[src/rtl/pc_ras_unit.sv]
// Program counter with an integrated circular return-address stack.
// Next PC priority: reset > redirect > stall > call/ret > sequential.
module pc_ras_unit #(
   parameter int unsigned            XLEN         = 32,
   parameter logic [XLEN-1:0]        RESET_VECTOR = '0,
   parameter int unsigned            INC          = 4,
   parameter int unsigned            RAS_DEPTH    = 4,
   localparam int unsigned           CW           = $clog2(RAS_DEPTH + 1),
   localparam int unsigned           PW           = $clog2(RAS_DEPTH)
) (
   input  logic            clk,
   input  logic            reset,
   input  logic            stall,
   input  logic            redirect_valid,
   input  logic [XLEN-1:0] redirect_target,
   input  logic            call,
   input  logic [XLEN-1:0] call_target,
   input  logic            ret,
   output logic [XLEN-1:0] current_pc,
   output logic [XLEN-1:0] pc_seq,
   output logic [XLEN-1:0] ras_top,
   output logic [CW-1:0]   ras_count,
   output logic            ras_full,
   output logic            ras_empty,
   output logic            ras_underflow
);

   logic [XLEN-1:0] pc_q, pc_d;
   logic [CW-1:0]   count_q, count_d;
   logic [PW-1:0]   top_ptr_q, top_ptr_d;
   logic            underflow_q, underflow_d;
   logic [XLEN-1:0] ras_q [RAS_DEPTH];
   logic [XLEN-1:0] ras_d [RAS_DEPTH];
   logic [PW-1:0]   ptr_inc, ptr_dec;

   // Combinational views of the registered state.
   always_comb begin
      pc_seq    = pc_q + XLEN'(INC);
      ras_empty = (count_q == '0);
      ras_full  = (count_q == CW'(RAS_DEPTH));
      ras_top   = ras_empty ? '0 : ras_q[top_ptr_q];
      ptr_inc   = (top_ptr_q == PW'(RAS_DEPTH - 1)) ? '0 : top_ptr_q + PW'(1);
      ptr_dec   = (top_ptr_q == '0) ? PW'(RAS_DEPTH - 1) : top_ptr_q - PW'(1);
   end

   assign current_pc    = pc_q;
   assign ras_count     = count_q;
   assign ras_underflow = underflow_q;

   // Next-state selection for PC and stack.
   always_comb begin
      pc_d        = pc_seq;
      count_d     = count_q;
      top_ptr_d   = top_ptr_q;
      underflow_d = 1'b0;
      ras_d       = ras_q;
      if (redirect_valid) begin
         pc_d = redirect_target;
      end else if (stall) begin
         pc_d = pc_q;
      end else if (call && ret && !ras_empty) begin
         // Swap: jump to the return address and replace it in place.
         pc_d             = ras_top;
         ras_d[top_ptr_q] = pc_seq;
      end else if (call) begin
         // Full stack wraps onto the oldest entry; count saturates.
         pc_d           = call_target;
         top_ptr_d      = ptr_inc;
         ras_d[ptr_inc] = pc_seq;
         if (!ras_full) begin
            count_d = count_q + CW'(1);
         end
      end else if (ret) begin
         if (ras_empty) begin
            underflow_d = 1'b1;
         end else begin
            pc_d      = ras_top;
            top_ptr_d = ptr_dec;
            count_d   = count_q - CW'(1);
         end
      end
   end

   // Control state with synchronous reset.
   always_ff @(posedge clk) begin
      if (reset) begin
         pc_q        <= RESET_VECTOR;
         count_q     <= '0;
         top_ptr_q   <= PW'(RAS_DEPTH - 1);
         underflow_q <= 1'b0;
      end else begin
         pc_q        <= pc_d;
         count_q     <= count_d;
         top_ptr_q   <= top_ptr_d;
         underflow_q <= underflow_d;
      end
   end

   // Stack storage; contents are don't-care after reset, so no push is blocked here
   // beyond the reset gate that keeps reset from pushing.
   always_ff @(posedge clk) begin
      if (!reset) begin
         ras_q <= ras_d;
      end
   end

endmodule
[config.mk]
export PLATFORM = sky130hd
export DESIGN_NAME = pc_ras_unit
export DESIGN_NICKNAME = d
export VERILOG_FILES = /design/src/rtl/pc_ras_unit.sv
export SDC_FILE = /design/constraint.sdc
export NUM_CORES = 1
export LEC_CHECK = 0
export CORE_ASPECT_RATIO = 0.9
export CORE_MARGIN = 5
export CORE_UTILIZATION = 40
export DETAILED_ROUTE_END_ITERATION = 12
export PLACE_DENSITY = 0.79
export SLEW_MARGIN = 20
export SYNTH_ARGS = -nofsm -noshare
export SYNTH_HDL_FRONTEND = slang
export SYNTH_SLANG_ARGS = --single-unit
[constraint.sdc]
create_clock -name clk -period 3.59 [get_ports clk]
set_input_delay 0.718 -clock clk [delete_from_list [all_inputs] [get_ports clk]]
set_output_delay 0.718 -clock clk [all_outputs]
set_load 0.01 [all_outputs]
==> results of run 1 <==
-- layout by cell type (no fill, tap or decap), types with 17 or more instances in the layout --
master           count
edfxtp_1           128
a21oi_1             46
inv_1               45
nand2_1             40
clkbuf_16           17
nor2_1             154
clkdlybuf4s50_1    169
buf_4               39
mux4_2              32
dfxtp_1             36
o21ai_0             19
nor2b_1             49
-- power by group through the flow --
stage / Sequential (mW) / Clock (mW) / Combinational, mW
after global routing: 2.17 / 1.95 / 0.953
after floorplan: 2.20 / 0 / 0.414
after detailed placement: 2.21 / 0 / 0.873
after CTS: 2.16 / 1.88 / 0.882
final: 2.17 / 1.86 / 0.894
after global placement: 2.20 / 0 / 0.862
-- per-stage QoR --
stage	area (sq um)	cells	setup WS, ps
6_report	11600	1283	85.4
5_1_grt	11600	1283	-3.82
4_1_cts	11600	1283	25.1
3_5_place_dp	11000	1251	458
3_3_place_gp	11000	1251	496
2_1_floorplan	8690	806	184
-- sequential cells by signal, indices dropped and copies added (netlist names) --
signal	flops
ras_q	128
current_pc	32
ras_count	3
top_ptr_q	2
ras_underflow	1
-- path summary, 6_finish.rpt --
kind	from	to	slack (ps)	cells past startpoint
min reg2reg	current_pc[0]	current_pc[0]	610	2
min	current_pc[0]	current_pc[0]	610	2
max reg2reg	ras_count[0]	ras_q[22]	970	6
max	current_pc[4]	pc_seq[12]	90	6
-- layer usage --
layer	share of wire, %	GRT usage (%)	wire, um	vias to the layer above
met2	48	37.1	13700	502
met1	38	30.3	10900	3634
met3	12	6.09	3330	60
li1	-	-	-	3233
met5	0	0	0	-
met4	2.8	8.41	797	0
-- kinds of logic (layout without fill, tap and decap cells) --
group / count (synthesis) / count (layout) / share of synthesized area [%]
XOR/XNOR: 29 / 29 / 3.10
multiplexers: 47 / 47 / 10.0
flip-flops: 166 / 166 / 53.0
AO/OA/AOI/OAI: 125 / 125 / 9.53
adder cells (fa/ha/maj): 8 / 8 / 1.24
buffers and inverters: 104 / 290 / 4.79
AND/OR/NAND/NOR: 327 / 327 / 18.3
-- worst max-delay path: stages, from the launching register on --
cell             delay (ps)
dfxtp_1                 460
and4_2                  350
and2_1                  340
nand3_1                 260
xnor2_2                 360
inv_1                   100
clkdlybuf4s50_1         490
-- area by class of cell --
| class | instances | area (sq um) | area share, % |
|---|---|---|---|
| clock buffer | 19 | 453 | 3.89 |
| tap | 291 | 364 | 3.13 |
| sequential | 166 | 4610 | 39.6 |
| inverter | 45 | 169 | 1.45 |
| multi-input combinational | 536 | 3850 | 33.1 |
| clock inverter | 13 | 145 | 1.25 |
| timing repair buffer | 213 | 2050 | 17.6 |
-- repair_timing --
action,in CTS,in global routing
endpoints found under the setup margin,3,12
setup buffers,0,0
cloned,0,0
resized for setup,3,11
pin swaps,0,0
hold endpoints to repair,0,0
==> impl_metrics.json, run 1 <==
{
  "chipWidth_um": 165,
  "fin_setup_tns_ps": 0,
  "dr.pass1.iters": 5,
  "clkPwrFrac_pct": 37.8,
  "grt_pass1_vias": 7433,
  "hpwlAfterDp_um": 19400,
  "worst_hold_path_type": "register to register",
  "drive_above_1_share_pct": 14.8,
  "antenna_found_initial": 0,
  "vias": 7429,
  "ir_worst_vdd_uv": 326,
  "slew_violations": 0,
  "synth_area_leaders": "edfxtp_1, dfxtp_1, mux4_2",
  "dr.first_iter.drc_count": 886,
  "power.internal_mw": 3.59,
  "insertion_delay_ps": 430,
  "p_seq_share_pct": 44.0,
  "port_buffers": 171,
  "hold_ws_ps": 614,
  "drc": 0,
  "cp_data_arrival_time_ps": 2790,
  "netlist_top_cells_count": "nor2_1, edfxtp_1, nor2b_1, a21oi_1, inv_1",
  "yosysWarnings": 0,
  "path_clk_slew_ps": 70,
  "critPathRequiredTime_ps": 2870,
  "track_usage_pct": 23.1,
  "fmax_mhz": 285,
  "io_pins": 172,
  "tightest_slew_ps": 1070,
  "netlist.area_leader.share_pct": 44.2,
  "syn_area_per_cell_sq_um": 10.8,
  "die_area_sq_um": 24800,
  "area_delta_synth_final_pct": 34.0,
  "netSwitchingFraction_pct": 27.0,
  "gp_congestion": 0.876,
  "finalSetupViolations": 0,
  "syn-num-nets": 884,
  "nNetsFinal": 1057,
  "cts_hold_buf": 0,
  "p_leak_nw": 4.20,
  "ys.flop_type": "edfxtp_1",
  "p_sw_mw": 1.33,
  "overflow": 0,
  "power_density_nw_per_um2": 422,
  "num-fill-cells": 1803,
  "fin_skew_ps": 11.7,
  "cp-start-kind": "register",
  "die_y_um": 150,
  "path_class": "register to primary output",
  "synth_edf_count": 128,
  "final_util_pct": 54.2,
  "max-clock-path-buffers": 2,
  "hold_violations": 0,
  "cts_tree": "built",
  "critPathMaxFanout": 7,
  "period_share_pct": 97.6,
  "ys_ff_latch": 166,
  "synth_top_area_cell": "edfxtp_1",
  "start_util_pct": 40.4,
  "core_area_sq_um": 21500,
  "h-tree-depth": 4,
  "combPwrFrac_pct": 18.2,
  "root_buffer": "clkbuf_16",
  "synth.cell_area_sq_um": 8690,
  "grt_pass1_wl_um": 43000,
  "ys_async_sr_fraction_pct": 0,
  "synth_cell_type_count": 64,
  "status": "complete, no violations",
  "vias_per_cell": 5.79,
  "endpoint_kind": "primary output",
  "drv_cap": 0,
  "wl_per_cell_um": 22.4,
  "fin_crit_ps": 3500,
  "grt_max_degree": 54,
  "yosysMostFrequentCell": "nor2_1",
  "maxSlewHeadroom_pct": 28.5,
  "clock_sinks": 166,
  "placement_rows": 51,
  "antenna_left": 0,
  "cts_made_buffers": 17,
  "yosysSeqAreaShare_pct": 53.0,
  "n_antenna_cell": 0,
  "netlist_instances": 806,
  "wl_um": 28700,
  "total_power_mw": 4.92
}
Power figures use the tool's default switching activity.
==> run 2, diff against run 1 <==
--- a/config.mk
+++ b/config.mk
@@ -9,7 +9,7 @@
 export CORE_MARGIN = 5
 export CORE_UTILIZATION = 40
 export DETAILED_ROUTE_END_ITERATION = 12
-export PLACE_DENSITY = 0.79
+export PLACE_DENSITY = 0.7
 export SLEW_MARGIN = 20
 export SYNTH_ARGS = -nofsm -noshare
 export SYNTH_HDL_FRONTEND = slang
==> run 2 against run 1 <==
  * Combinational power hardly changed
  * Sequential share of layout area hardly changed
  * Routed wire length is 2.0% lower
  * First-iteration DRC count shrank 10%
  * Clock-buffer cell count rose by 6
  * Via count is 3.8% lower
  * Register-to-register slack worse by 50 ps
  * Clock power rose by 3%
  * Power is 0.89% higher
  * Cell area about the same
==> impl_metrics.json, run 2 (synthesis results as in run 1) <==
{
  "top_register": "ras_q",
  "power_density_nw_per_um2": 426,
  "worst_hold_path_type": "register to register",
  "fmax_mhz": 291,
  "tightest_slew_ps": 1060,
  "cts_hold_buf": 0,
  "hold_ws_ps": 603,
  "dr.pass1.iters": 5,
  "cp_data_arrival_time_ps": 2720,
  "period_share_pct": 95.8,
  "slew_violations": 0,
  "start_util_pct": 40.4,
  "cp-start-kind": "register",
  "die_y_um": 150,
  "cts_resized": 1,
  "cts_tree": "built",
  "n_antenna_cell": 0,
  "wl_um": 28200,
  "drive_above_1_share_pct": 14.0,
  "root_buffer": "clkbuf_16",
  "wl_per_cell_um": 21.9,
  "pre_cts_ws_ps": 477,
  "path_clk_slew_ps": 60,
  "hpwlAfterDp_um": 20200,
  "vias_per_cell": 5.57,
  "fin_skew_ps": 14.5,
  "largest_register_ffs": 128,
  "nNetsFinal": 1057,
  "gp_congestion": 0.847,
  "antenna_found_initial": 0,
  "path_class": "register to primary output",
  "grt_max_degree": 54,
  "setup_slack_ps": 150,
  "critPathMaxFanout": 7,
  "die_area_sq_um": 24800,
  "overflow": 0,
  "dr.first_iter.drc_count": 796,
  "maxSlewHeadroom_pct": 28.9,
  "num-fill-cells": 1823,
  "final_util_pct": 54.1,
  "layout.cells.most_common_list": "clkdlybuf4s50_1, nor2_1, edfxtp_1, nor2b_1, a21oi_1",
  "finalSetupViolations": 0,
  "hold_violations": 0,
  "placement_rows": 51,
  "vias": 7147,
  "chipWidth_um": 165,
  "post_cts_buffers": 0,
  "clock_sinks": 166,
  "grt_pass1_vias": 7136,
  "drc": 0,
  "ir_worst_vdd_uv": 205,
  "cts_made_buffers": 17,
  "grt_pass1_wl_um": 42600,
  "io_pins": 172,
  "area_delta_synth_final_pct": 33.9,
  "drv_cap": 0,
  "layout_commonest_cell": "clkdlybuf4s50_1",
  "p_leak_nw": 4.20,
  "core_area_sq_um": 21500,
  "antenna_left": 0,
  "status": "complete, no violations",
  "h-tree-depth": 4,
  "critPathRequiredTime_ps": 2870,
  "max-clock-path-buffers": 2,
  "track_usage_pct": 23.0,
  "insertion_delay_ps": 430,
  "endpoint_kind": "primary output",
  "fin_crit_ps": 3440,
  "port_buffers": 171
}
run 2: layout make-up:
| class | count | area (sq um) | area share (%) |
|---|---|---|---|
| clock inverters | 7 | 120 | 1.03 |
| clock buffers | 25 | 495 | 4.26 |
| inverters | 45 | 169 | 1.45 |
| multi-input cells | 536 | 3820 | 32.9 |
| well taps | 291 | 364 | 3.13 |
| repair buffers | 213 | 2060 | 17.7 |
| flip-flops and latches | 166 | 4610 | 39.6 |
run 2: final timing paths:
check,startpoint,endpoint,slack (ps),cells past startpoint
min reg2reg,current_pc[0],current_pc[0],600,2
min,current_pc[0],current_pc[0],600,2
max reg2reg,ras_count[0],ras_q[103],920,6
max,current_pc[4],pc_seq[14],150,6
run 2: power by group:
part | switching (mW) | leakage (nW) | internal, mW
registers | 0.0596 | 1.51 | 2.10
logic | 0.475 | 2.40 | 0.417
clock network | 0.734 | 0.294 | 1.17
total | 1.27 | 4.20 | 3.69
run 2: worst max-delay path: stages (launching register included):
cell and delay (ps):
dfxtp_1 450, and4_4 310, nand2_2 140, or4_4 590, xnor2_4 240, inv_1 70, clkdlybuf4s50_1 490
run 2: metal layers:
layer / global-route usage, % / part of all wire, %
met4: 7.05 / 2.3
met3: 6.50 / 11
met2: 36.3 / 47
met1: 31.0 / 40
met5: 0 / 0
run 2: stage by stage:
| step | power [mW] | area (sq um) | setup TNS [ps] | cells |
|---|---|---|---|---|
| floorplan | 2.61 | 8690 | 0 | 806 |
| global placement | 3.07 | 11000 | 0 | 1250 |
| detailed placement | 3.08 | 11000 | 0 | 1250 |
| CTS | 4.97 | 11600 | 0 | 1282 |
| global route | 5.13 | 11600 | -13.6 | 1283 |
| finish | 4.96 | 11600 | 0 | 1283 |
